$ cat src/rtl/quad_video_timing_pkg.sv
// Shared timing sets, quadrant indices, colours and the alignment-pipeline payload
// for the quad video timing path.
package quad_video_timing_pkg;

  localparam int HD720_H_ACTIVE = 1280;
  localparam int HD720_H_FP     = 110;
  localparam int HD720_H_SYNC   = 40;
  localparam int HD720_H_BP     = 220;
  localparam int HD720_V_ACTIVE = 720;
  localparam int HD720_V_FP     = 5;
  localparam int HD720_V_SYNC   = 5;
  localparam int HD720_V_BP     = 20;

  localparam logic [1:0] Q_TL = 2'd0;
  localparam logic [1:0] Q_TR = 2'd1;
  localparam logic [1:0] Q_BL = 2'd2;
  localparam logic [1:0] Q_BR = 2'd3;

  localparam logic [23:0] RGB_BLACK = 24'h000000;

  // Everything that must travel alongside a pixel while its FIFO read is in flight.
  typedef struct packed {
    logic       hs;
    logic       vs;
    logic       act;
    logic       fill;
    logic [1:0] q;
  } dly_t;

  function automatic logic [1:0] quad_of(input logic bottom, input logic right);
    logic [1:0] q;
    unique case ({bottom, right})
      2'b00:   q = Q_TL;
      2'b01:   q = Q_TR;
      2'b10:   q = Q_BL;
      default: q = Q_BR;
    endcase
    return q;
  endfunction

endpackage

$ cat src/rtl/quad_video_timing_if.sv
// FIFO read side and VGA output side of the quad compositor, bundled as one port.
interface quad_video_timing_if;
  logic [3:0]       rd_empty;
  logic [3:0][23:0] rd_data;
  logic [3:0]       rd_req;
  logic             frame_start;
  logic [3:0]       underflow;
  logic             vga_hs;
  logic             vga_vs;
  logic             vga_de;
  logic [23:0]      vga_rgb;

  modport master (
    input  rd_empty, rd_data,
    output rd_req, frame_start, underflow, vga_hs, vga_vs, vga_de, vga_rgb
  );

  modport slave (
    output rd_empty, rd_data,
    input  rd_req, frame_start, underflow, vga_hs, vga_vs, vga_de, vga_rgb
  );
endinterface

$ cat src/rtl/vga_sync_delay.sv
// DEPTH x WIDTH register pipeline with synchronous clear to a programmable idle word.
module vga_sync_delay #(
  parameter int               DEPTH   = 1,
  parameter int               WIDTH   = 8,
  parameter logic [WIDTH-1:0] CLR_VAL = '0
) (
  input  logic             clk,
  input  logic             rst,
  input  logic [WIDTH-1:0] din,
  output logic [WIDTH-1:0] dout
);

  logic [WIDTH-1:0] stage_reg [DEPTH];

  genvar gi;
  generate
    for (gi = 0; gi < DEPTH; gi++) begin : g_stage
      if (gi == 0) begin : g_first
        always_ff @(posedge clk) begin
          if (rst) stage_reg[gi] <= CLR_VAL;
          else     stage_reg[gi] <= din;
        end
      end else begin : g_next
        always_ff @(posedge clk) begin
          if (rst) stage_reg[gi] <= CLR_VAL;
          else     stage_reg[gi] <= stage_reg[gi-1];
        end
      end
    end
  endgenerate

  assign dout = stage_reg[DEPTH-1];

endmodule

$ cat src/rtl/quad_video_timing.sv
// Raster counter plus 2x2 quadrant compositor: reads one of four FIFOs per active pixel
// and emits hs/vs/de/rgb aligned RD_LAT+1 cycles behind the counters.
module quad_video_timing
  import quad_video_timing_pkg::*;
#(
  parameter int          H_ACTIVE = HD720_H_ACTIVE,
  parameter int          H_FP     = HD720_H_FP,
  parameter int          H_SYNC   = HD720_H_SYNC,
  parameter int          H_BP     = HD720_H_BP,
  parameter int          V_ACTIVE = HD720_V_ACTIVE,
  parameter int          V_FP     = HD720_V_FP,
  parameter int          V_SYNC   = HD720_V_SYNC,
  parameter int          V_BP     = HD720_V_BP,
  parameter bit          HS_POL   = 1'b1,
  parameter bit          VS_POL   = 1'b1,
  parameter int          RD_LAT   = 1,
  parameter logic [23:0] FILL_RGB = RGB_BLACK
) (
  input logic                 clk,
  input logic                 rst,
  quad_video_timing_if.master bus
);

  localparam logic [11:0] H_ACT  = 12'(H_ACTIVE);
  localparam logic [11:0] H_HALF = 12'(H_ACTIVE / 2);
  localparam logic [11:0] HS_BEG = 12'(H_ACTIVE + H_FP);
  localparam logic [11:0] HS_END = 12'(H_ACTIVE + H_FP + H_SYNC);
  localparam logic [11:0] H_LAST = 12'(H_ACTIVE + H_FP + H_SYNC + H_BP - 1);
  localparam logic [11:0] V_ACT  = 12'(V_ACTIVE);
  localparam logic [11:0] V_HALF = 12'(V_ACTIVE / 2);
  localparam logic [11:0] VS_BEG = 12'(V_ACTIVE + V_FP);
  localparam logic [11:0] VS_END = 12'(V_ACTIVE + V_FP + V_SYNC);
  localparam logic [11:0] V_LAST = 12'(V_ACTIVE + V_FP + V_SYNC + V_BP - 1);

  localparam dly_t BLANK = '{hs: ~HS_POL, vs: ~VS_POL, act: 1'b0, fill: 1'b0, q: Q_TL};

  logic [11:0] h_cnt_reg, v_cnt_reg;
  logic        act, hs_raw, vs_raw, fill;
  logic [1:0]  quad;
  logic [3:0]  rd_req;
  dly_t        dly_in, dly_out;
  logic [$bits(dly_t)-1:0] dly_out_bits;

  logic        hs_reg, vs_reg, de_reg, frame_start_reg;
  logic [23:0] rgb_reg;
  logic [3:0]  underflow_reg;

  always_ff @(posedge clk) begin
    if (rst) begin
      h_cnt_reg <= '0;
      v_cnt_reg <= '0;
    end else if (h_cnt_reg == H_LAST) begin
      h_cnt_reg <= '0;
      v_cnt_reg <= (v_cnt_reg == V_LAST) ? 12'd0 : v_cnt_reg + 12'd1;
    end else begin
      h_cnt_reg <= h_cnt_reg + 12'd1;
    end
  end

  // An empty FIFO on an active pixel skips the read but the raster keeps moving,
  // so a starved channel never shifts the picture.
  always_comb begin
    act    = (h_cnt_reg < H_ACT) && (v_cnt_reg < V_ACT);
    hs_raw = (h_cnt_reg >= HS_BEG && h_cnt_reg < HS_END) ? HS_POL : ~HS_POL;
    vs_raw = (v_cnt_reg >= VS_BEG && v_cnt_reg < VS_END) ? VS_POL : ~VS_POL;
    quad   = quad_of(v_cnt_reg >= V_HALF, h_cnt_reg >= H_HALF);
    fill   = act && bus.rd_empty[quad];
    rd_req = '0;
    if (act && !fill && !rst) rd_req[quad] = 1'b1;
    dly_in = '{hs: hs_raw, vs: vs_raw, act: act, fill: fill, q: quad};
  end

  vga_sync_delay #(
    .DEPTH   (RD_LAT),
    .WIDTH   ($bits(dly_t)),
    .CLR_VAL (BLANK)
  ) u_sync_delay (
    .clk  (clk),
    .rst  (rst),
    .din  (dly_in),
    .dout (dly_out_bits)
  );

  assign dly_out = dly_t'(dly_out_bits);

  always_ff @(posedge clk) begin
    if (rst) begin
      hs_reg  <= ~HS_POL;
      vs_reg  <= ~VS_POL;
      de_reg  <= 1'b0;
      rgb_reg <= '0;
    end else begin
      hs_reg <= dly_out.hs;
      vs_reg <= dly_out.vs;
      de_reg <= dly_out.act;
      if (!dly_out.act)     rgb_reg <= '0;
      else if (dly_out.fill) rgb_reg <= FILL_RGB;
      else                   rgb_reg <= bus.rd_data[dly_out.q];
    end
  end

  always_ff @(posedge clk) begin
    if (rst) begin
      underflow_reg   <= '0;
      frame_start_reg <= 1'b0;
    end else begin
      if (fill) underflow_reg[quad] <= 1'b1;
      frame_start_reg <= (h_cnt_reg == 12'd0) && (v_cnt_reg == V_LAST);
    end
  end

  assign bus.rd_req      = rd_req;
  assign bus.underflow   = underflow_reg;
  assign bus.frame_start = frame_start_reg;
  assign bus.vga_hs      = hs_reg;
  assign bus.vga_vs      = vs_reg;
  assign bus.vga_de      = de_reg;
  assign bus.vga_rgb     = rgb_reg;

endmodule
$ cat src/flat_wrapper.sv
// flat-port wrapper written by rule: the top's interface ports become plain ports
module quad_video_timing_flat import quad_video_timing_pkg::*;
#(
  parameter int          H_ACTIVE = HD720_H_ACTIVE,
  parameter int          H_FP     = HD720_H_FP,
  parameter int          H_SYNC   = HD720_H_SYNC,
  parameter int          H_BP     = HD720_H_BP,
  parameter int          V_ACTIVE = HD720_V_ACTIVE,
  parameter int          V_FP     = HD720_V_FP,
  parameter int          V_SYNC   = HD720_V_SYNC,
  parameter int          V_BP     = HD720_V_BP,
  parameter bit          HS_POL   = 1'b1,
  parameter bit          VS_POL   = 1'b1,
  parameter int          RD_LAT   = 1,
  parameter logic [23:0] FILL_RGB = RGB_BLACK
)
  (clk, rst, bus_rd_empty, bus_rd_data, bus_rd_req, bus_frame_start, bus_underflow, bus_vga_hs, bus_vga_vs, bus_vga_de, bus_vga_rgb);
  quad_video_timing_if bus_i ();
  input logic clk;
  input logic rst;
  input wire logic [$bits(bus_i.rd_empty)-1:0] bus_rd_empty;
  input wire logic [$bits(bus_i.rd_data)-1:0] bus_rd_data;
  output wire logic [$bits(bus_i.rd_req)-1:0] bus_rd_req;
  output wire logic [$bits(bus_i.frame_start)-1:0] bus_frame_start;
  output wire logic [$bits(bus_i.underflow)-1:0] bus_underflow;
  output wire logic [$bits(bus_i.vga_hs)-1:0] bus_vga_hs;
  output wire logic [$bits(bus_i.vga_vs)-1:0] bus_vga_vs;
  output wire logic [$bits(bus_i.vga_de)-1:0] bus_vga_de;
  output wire logic [$bits(bus_i.vga_rgb)-1:0] bus_vga_rgb;
  assign bus_i.rd_empty = bus_rd_empty;
  assign bus_i.rd_data = bus_rd_data;
  assign bus_rd_req = bus_i.rd_req;
  assign bus_frame_start = bus_i.frame_start;
  assign bus_underflow = bus_i.underflow;
  assign bus_vga_hs = bus_i.vga_hs;
  assign bus_vga_vs = bus_i.vga_vs;
  assign bus_vga_de = bus_i.vga_de;
  assign bus_vga_rgb = bus_i.vga_rgb;
  quad_video_timing #(.H_ACTIVE(H_ACTIVE), .H_FP(H_FP), .H_SYNC(H_SYNC), .H_BP(H_BP), .V_ACTIVE(V_ACTIVE), .V_FP(V_FP), .V_SYNC(V_SYNC), .V_BP(V_BP), .HS_POL(HS_POL), .VS_POL(VS_POL), .RD_LAT(RD_LAT), .FILL_RGB(FILL_RGB)) u_core (.clk(clk), .rst(rst), .bus(bus_i));
endmodule
$ cat config.mk
export PLATFORM = sky130hd
export DESIGN_NAME = quad_video_timing_flat
export DESIGN_NICKNAME = d
export VERILOG_FILES = /design/src/rtl/quad_video_timing_pkg.sv /design/src/rtl/quad_video_timing_if.sv /design/src/rtl/vga_sync_delay.sv /design/src/rtl/quad_video_timing.sv /design/src/flat_wrapper.sv
export SDC_FILE = /design/constraint.sdc
export NUM_CORES = 1
export LEC_CHECK = 0
export BUFFER_PORTS_ARGS = -buffer_cell sky130_fd_sc_hd__buf_2
export CORE_AREA = 8 8 86 88
export CTS_BUF_LIST = sky130_fd_sc_hd__clkbuf_8
export DETAILED_ROUTE_END_ITERATION = 10
export DIE_AREA = 0 0 94 96
export PLACE_DENSITY = 0.92
export SLEW_MARGIN = 25
export SYNTH_ARGS = -nofsm -noshare
export SYNTH_HDL_FRONTEND = slang
export SYNTH_SLANG_ARGS = --single-unit
$ cat constraint.sdc
create_clock -name clk -period 3.87 [get_ports clk]
set_input_delay 0.387 -clock clk [delete_from_list [all_inputs] [get_ports clk]]
set_output_delay 0.387 -clock clk [all_outputs]
set_load 0.03 [all_outputs]
Word level (Yosys, flattened, before mapping)
Memories as Yosys holds them, arrays and structs flattened.
Cells that the tools add are included.
{"block": "op_classes", "order_cmp": 11, "n_reduce_logical": 15, "bitwise": 2, "add_sub_neg": 2, "mux": 16, "eq_ne": 4}
{"cell": "$bmux W24 S2", "n": 1}
{"cell": "$add A12 B1 Y12 const B", "n": 2}
{"cell": "$ge A12 B10 Y1 const B", "n": 2}
{"cell": "$lt A12 B10 Y1 const B", "n": 2}
{"cell": "$lt A12 B11 Y1 const B", "n": 2}
{"cell": "$mux W24", "n": 1}
{"cell": "$eq A12 B10 Y1 const B", "n": 1}
{"cell": "$eq A12 B11 Y1 const B", "n": 1}
{"cell": "$ge A12 B11 Y1 const B", "n": 1}
{"cell": "$ge A12 B9 Y1 const B", "n": 1}
{"cell": "$logic_not A12 Y1", "n": 1}
{"cell": "$mux W12", "n": 1}
{"cell": "$logic_and A1 B1 Y1", "n": 8}
{"cell": "$mux W1", "n": 8}
{"cell": "$lt A2 B3 Y1 const B", "n": 2}
{"cell": "$mux W6", "n": 1}
{"cell": "$pmux W2 S3", "n": 1}
{"cell": "$reduce_or A6 Y1", "n": 1}
{"cell": "$mux W4", "n": 1}
{"cell": "$or A4 B4 Y4", "n": 1}
{"cell": "$reduce_or A3 Y1", "n": 1}
{"cell": "$bmux W1 S2", "n": 1}
{"cell": "$demux W1 S2", "n": 1}
{"cell": "$eq A2 B1 Y1 const B", "n": 1}
{"cell": "6 further kinds", "n": 7}
{"block": "word_totals", "memories": 1, "word_cells": 59, "ram_bits": 6, "reg_bits": 56}
{"memory": "u_core.u_sync_delay.stage_reg", "depth": 1, "width": 6, "read_ports": 1, "rd_clocked_by_memory_dff": 0, "write_ports": 1, "line_no": "vga_sync_delay.sv:13", "source": "logic [WIDTH-1:0] stage_reg [DEPTH];"}

Depth between registers and ports, before layout
{"block": "depth", "ltp_word": 10, "depth_mapped": 7, "depth_no_buf": 6}

Hierarchy
Synthesis repeated with hierarchy kept, for this count alone.
{"block": "unflattened", "hier_cells": 317, "hier_area_um2": 3109.2}
{"module": "quad_video_timing", "cells_each": 305, "instances": 1, "seq_area_each_um2": 1121.1, "area_each_um2": 2951.6}
{"module": "vga_sync_delay", "cells_each": 12, "instances": 1, "seq_area_each_um2": 120.1, "area_each_um2": 157.7}

Least setup slack after synthesis
No wires, ideal clock.
{"block": "synth_timing", "kind": "register to output", "startpoint": "register u_core.v_cnt_reg[9]", "endpoint": "output bus_rd_req[0]", "stages_incl_launch_ff": 4, "required_ns": 3.483, "arrival_ns": 2.031, "n_path_buf": 0, "slack_ns": 1.452, "path_cell_list": "dfxtp_1 > or3_1 > or2_2 > nor4_1"}
{"block": "synth_between", "elab_chain_cells": 10, "elab_cells_between_ends": 19, "cone_classes": "order compare: 4; eq/ne: 2; mux: 6; reduce/logical: 7"}
{"item": "from (decl)", "line_no": "quad_video_timing.sv:37", "source": "logic [11:0] h_cnt_reg, v_cnt_reg;"}
{"item": "from (signal assigned)", "line_no": "quad_video_timing.sv:54", "source": "v_cnt_reg <= (v_cnt_reg == V_LAST) ? 12'd0 : v_cnt_reg + 12'd1;"}
{"item": "branches (longest 9 deep; another with $ge A12 B9 Y1)"}
{"item": "$mux W4 *", "line_no": "quad_video_timing.sv:69", "source": "if (act && !fill && !rst) rd_req[quad] = 1'b1;"}
{"item": "to (decl)", "line_no": "flat_wrapper.sv:23", "source": "output wire logic [$bits(bus_i.rd_req)-1:0] bus_rd_req;"}
Every way passes the cells marked *. The select of a mux whose other input is x is not followed.

Final worst setup path
Same ends and word-level chain as after synthesis.

==> summary.md <==
| Metric | Value |
|---|---|
| Clk root buf | `clkbuf_8` |
| Largest net degree at the start of global routing | `25` |
| Post-DP HPWL | `7690 um` |
| Die H | `96 um` |
| Share of cells above drive strength 1 | `0.417` |
| Seq/Total Area, Yosys | `0.400` |
| Total length of routed wires | `9670 um` |
| Initial antenna violation count | `0` |
| Avg Cell Area, Syn | `10.2 um2` |
| Row cnt | `29` |
| Required time of the critical path | `3.48 ns` |
| DIE AREA | `9020 um2` |
| Filler cells | `460` |
| Yosys warning count | `0` |
| CTS Sinks | `62` |
| 1st-pass router iterations | `6` |
| DR WL/cell | `18.7 um` |
| Register Area | `1240 um2` |
| CP Cell Sequence | `nor4b_2 -> nand3_1 -> o21ai_2 -> nor4_1 -> buf_2` |
| RSZ-0062 raised after global routing | `false` |
| Horiz. Die Dim | `94 um` |
| Worst-margin pin slew | `1.04 ns` |
| Final setup violating endpoints | `0` |
| Post-route cell area | `4000 um2` |
| Clock period minus final worst setup slack | `2.45 ns` |
| Nature of the critical path endpoint | `output port` |
| Final Hold Vio Count | `0` |
| CP arrival | `2.06 ns` |
| Post-CTS Hold Buffers | `0` |
| Leak Pwr | `1.73 nW` |
| Drt via density | `5.78` |
| Nets@finish | `544` |
| WHS | `0.339 ns` |
| Vias in the first global route | `2874` |
| Most common cell after layout, fill and taps aside | `buf_2` |
| Drc violations | `0` |
| H-tree Lvls | `3` |
| Hold Path Class | `in -> reg` |
| Max-slew violation count | `0` |
| Peak Freq | `409 MHz` |
| Worst r2r src | `u_core.h_cnt_reg[1]` |
| Post-CTS Setup Inserts | `0` |
| Maximum vdd drop | `224 uV` |
| TritonCTS clock tree | `done` |
| DR iter-0 viols | `195` |
| Multi-input logic area | `1720 um2` |
| Num ports | `138` |
| Core ar. | `6100 um2` |
| WHS Path Cells | `3` |
| Min-delay src | `bus_rd_empty[0]` |
| First-pass GRT wire length | `14800 um` |
| Gr usage total | `0.210` |
| Clock Path Buffers | `2` |
| Worst Path Max Fanout | `10` |
| Max-slew headroom | `0.303` |
| Worst Hold Path EP | `u_core.bus.underflow[0]` |
| Antenna cells | `0` |
| Antenna-violating nets left | `0` |
| Reg-to-reg endpoint | `u_core.v_cnt_reg[10]` |
| Post-Syn Instances | `303` |
| Worst setup SP type | `flip-flop` |
| CP max stage cell | `nor4b_2` |
| Syn-to-layout area delta | `28.9%` |
| Gpl congestion | `0.972` |
| DP Area | `3810 um2` |
| Vias | `2985` |
| Latest clock arrival within the worst-skew pair | `0.33 ns` |
| CTS Buf Count | `9` |
| Synth cell types | `45` |
| Initial Util | `0.509` |
| CP max stage delay | `0.44 ns` |
| Largest register FFs | `24` |
| Max-cap violations | `0` |
| Synth Register Bits | `62` |
| R2R cell count | `6` |
| Mapped cell area | `3110 um2` |
| Most frequent cells in the layout | `buf_2 (137), dfxtp_1 (62), nor2b_1 (27)` |
| Buffers added on ports | `137` |
| CP Class | `reg -> out` |
| GRT overflow | `0` |
| Total negative slack | `0 ns` |
| Crit share post-route | `0.632` |
| Status | `complete, no violations` |
| Layout Skew | `0.0137 ns` |
| Overall Power | `1.53 mW` |
| R2r setup slk | `1.80 ns` |
| Clock transition at path regs | `0.07 ns` |
| Syn Nets | `412` |
| Pwr dens | `383 nW/um2` |
| Post-cts sizing count | `0` |
layer usage:
metal	global-route usage	part of all wire	up-vias
met5	0	0	-
met1	0.238	0.38	1412
li1	-	-	1376
met3	0.0593	0.11	19
met2	0.364	0.49	178
met4	0.0872	0.023	0
kinds of logic after synthesis:
logic type / count (synthesis) / share of synthesized area
simple gates: 127 / 0.238
flops: 62 / 0.400
compound gates: 40 / 0.0866
buf+inv: 33 / 0.0455
mux: 24 / 0.174
xor+xnor: 10 / 0.0282
fa+ha+maj: 7 / 0.0282
power by group:
part,leakage [nW],switching [mW],total [mW],internal [mW]
Sequential,0.504,0.0369,0.713,0.676
Combinational,1.12,0.146,0.275,0.129
Clock,0.0993,0.238,0.545,0.307
worst max path at each step:
stage	startpoint	cells after the start	slack, ns	to
final	u_core.v_cnt_reg[9]	5	1.42	bus_rd_req[0]
after global placement	u_core.v_cnt_reg[8]	5	1.87	bus_rd_req[2]
after floorplan	u_core.v_cnt_reg[9]	3	1.45	bus_rd_req[0]
after detailed placement	u_core.v_cnt_reg[8]	5	1.81	bus_rd_req[1]
after global routing	u_core.v_cnt_reg[9]	5	1.20	bus_rd_req[1]
after CTS	u_core.v_cnt_reg[9]	5	1.44	bus_rd_req[1]
cell type report:
class                           count  share of cell area
Sequential cell                    62               0.310
Timing Repair Buffer              138               0.173
Clock buffer                       10              0.0344
Tap cell                           77              0.0241
Multi-Input combinational cell    208               0.430
Inverter                           16              0.0150
Clock inverter                      5              0.0128
cells in the mapped netlist:
cell type | instances | area (um2)
a211o_1 | 1 | 8.76
a21oi_1 | 9 | 45.0
a22oi_1 | 1 | 7.51
a311oi_1 | 2 | 17.5
a31o_2 | 1 | 8.76
a31oi_1 | 1 | 6.26
a31oi_2 | 1 | 12.5
a41oi_1 | 2 | 17.5
and2_1 | 4 | 25.0
and3_1 | 6 | 37.5
and4_1 | 2 | 17.5
and4b_1 | 2 | 20.0
buf_1 | 1 | 3.75
buf_2 | 7 | 35.0
buf_6 | 1 | 11.3
clkbuf_1 | 7 | 26.3
clkbuf_2 | 1 | 5.00
dfxtp_1 | 62 | 1240
ha_1 | 7 | 87.6
inv_1 | 16 | 60.1
mux4_2 | 24 | 541
nand2_1 | 19 | 71.3
nand2b_1 | 4 | 25.0
nand3_1 | 14 | 70.1
nand4_1 | 6 | 37.5
nand4_4 | 1 | 21.3
nor2_1 | 19 | 71.3
nor2b_1 | 27 | 169
nor3_1 | 4 | 20.0
nor4_1 | 8 | 50.1
nor4_4 | 1 | 21.3
nor4b_1 | 1 | 8.76
nor4b_2 | 1 | 15.0
o211ai_1 | 4 | 30.0
o21ai_0 | 9 | 45.0
o21ai_2 | 1 | 8.76
o22ai_1 | 2 | 12.5
o31ai_1 | 3 | 22.5
o32ai_1 | 1 | 8.76
o41ai_1 | 2 | 17.5
or2_2 | 1 | 6.26
or3_1 | 1 | 6.26
or4_1 | 6 | 45.0
xnor2_1 | 6 | 52.6
xor2_1 | 4 | 35.0
critical path, delay by kind of cell (launching register included):
| family | cells | cell delay [ns] |
|---|---|---|
| simple gates | 3 | 0.73 |
| flops | 1 | 0.43 |
| buf+inv | 1 | 0.20 |
| compound gates | 1 | 0.37 |
per-stage QoR:
stage	setup WS [ns]	utilization	cells
detailed placement	1.81	0.626	501
CTS	1.44	0.657	516
global placement	1.87	0.626	501
global route	1.20	0.657	516
finish	1.42	0.657	516
floorplan	1.45	-	303
Note: power is estimated with default switching activity, not from simulation.
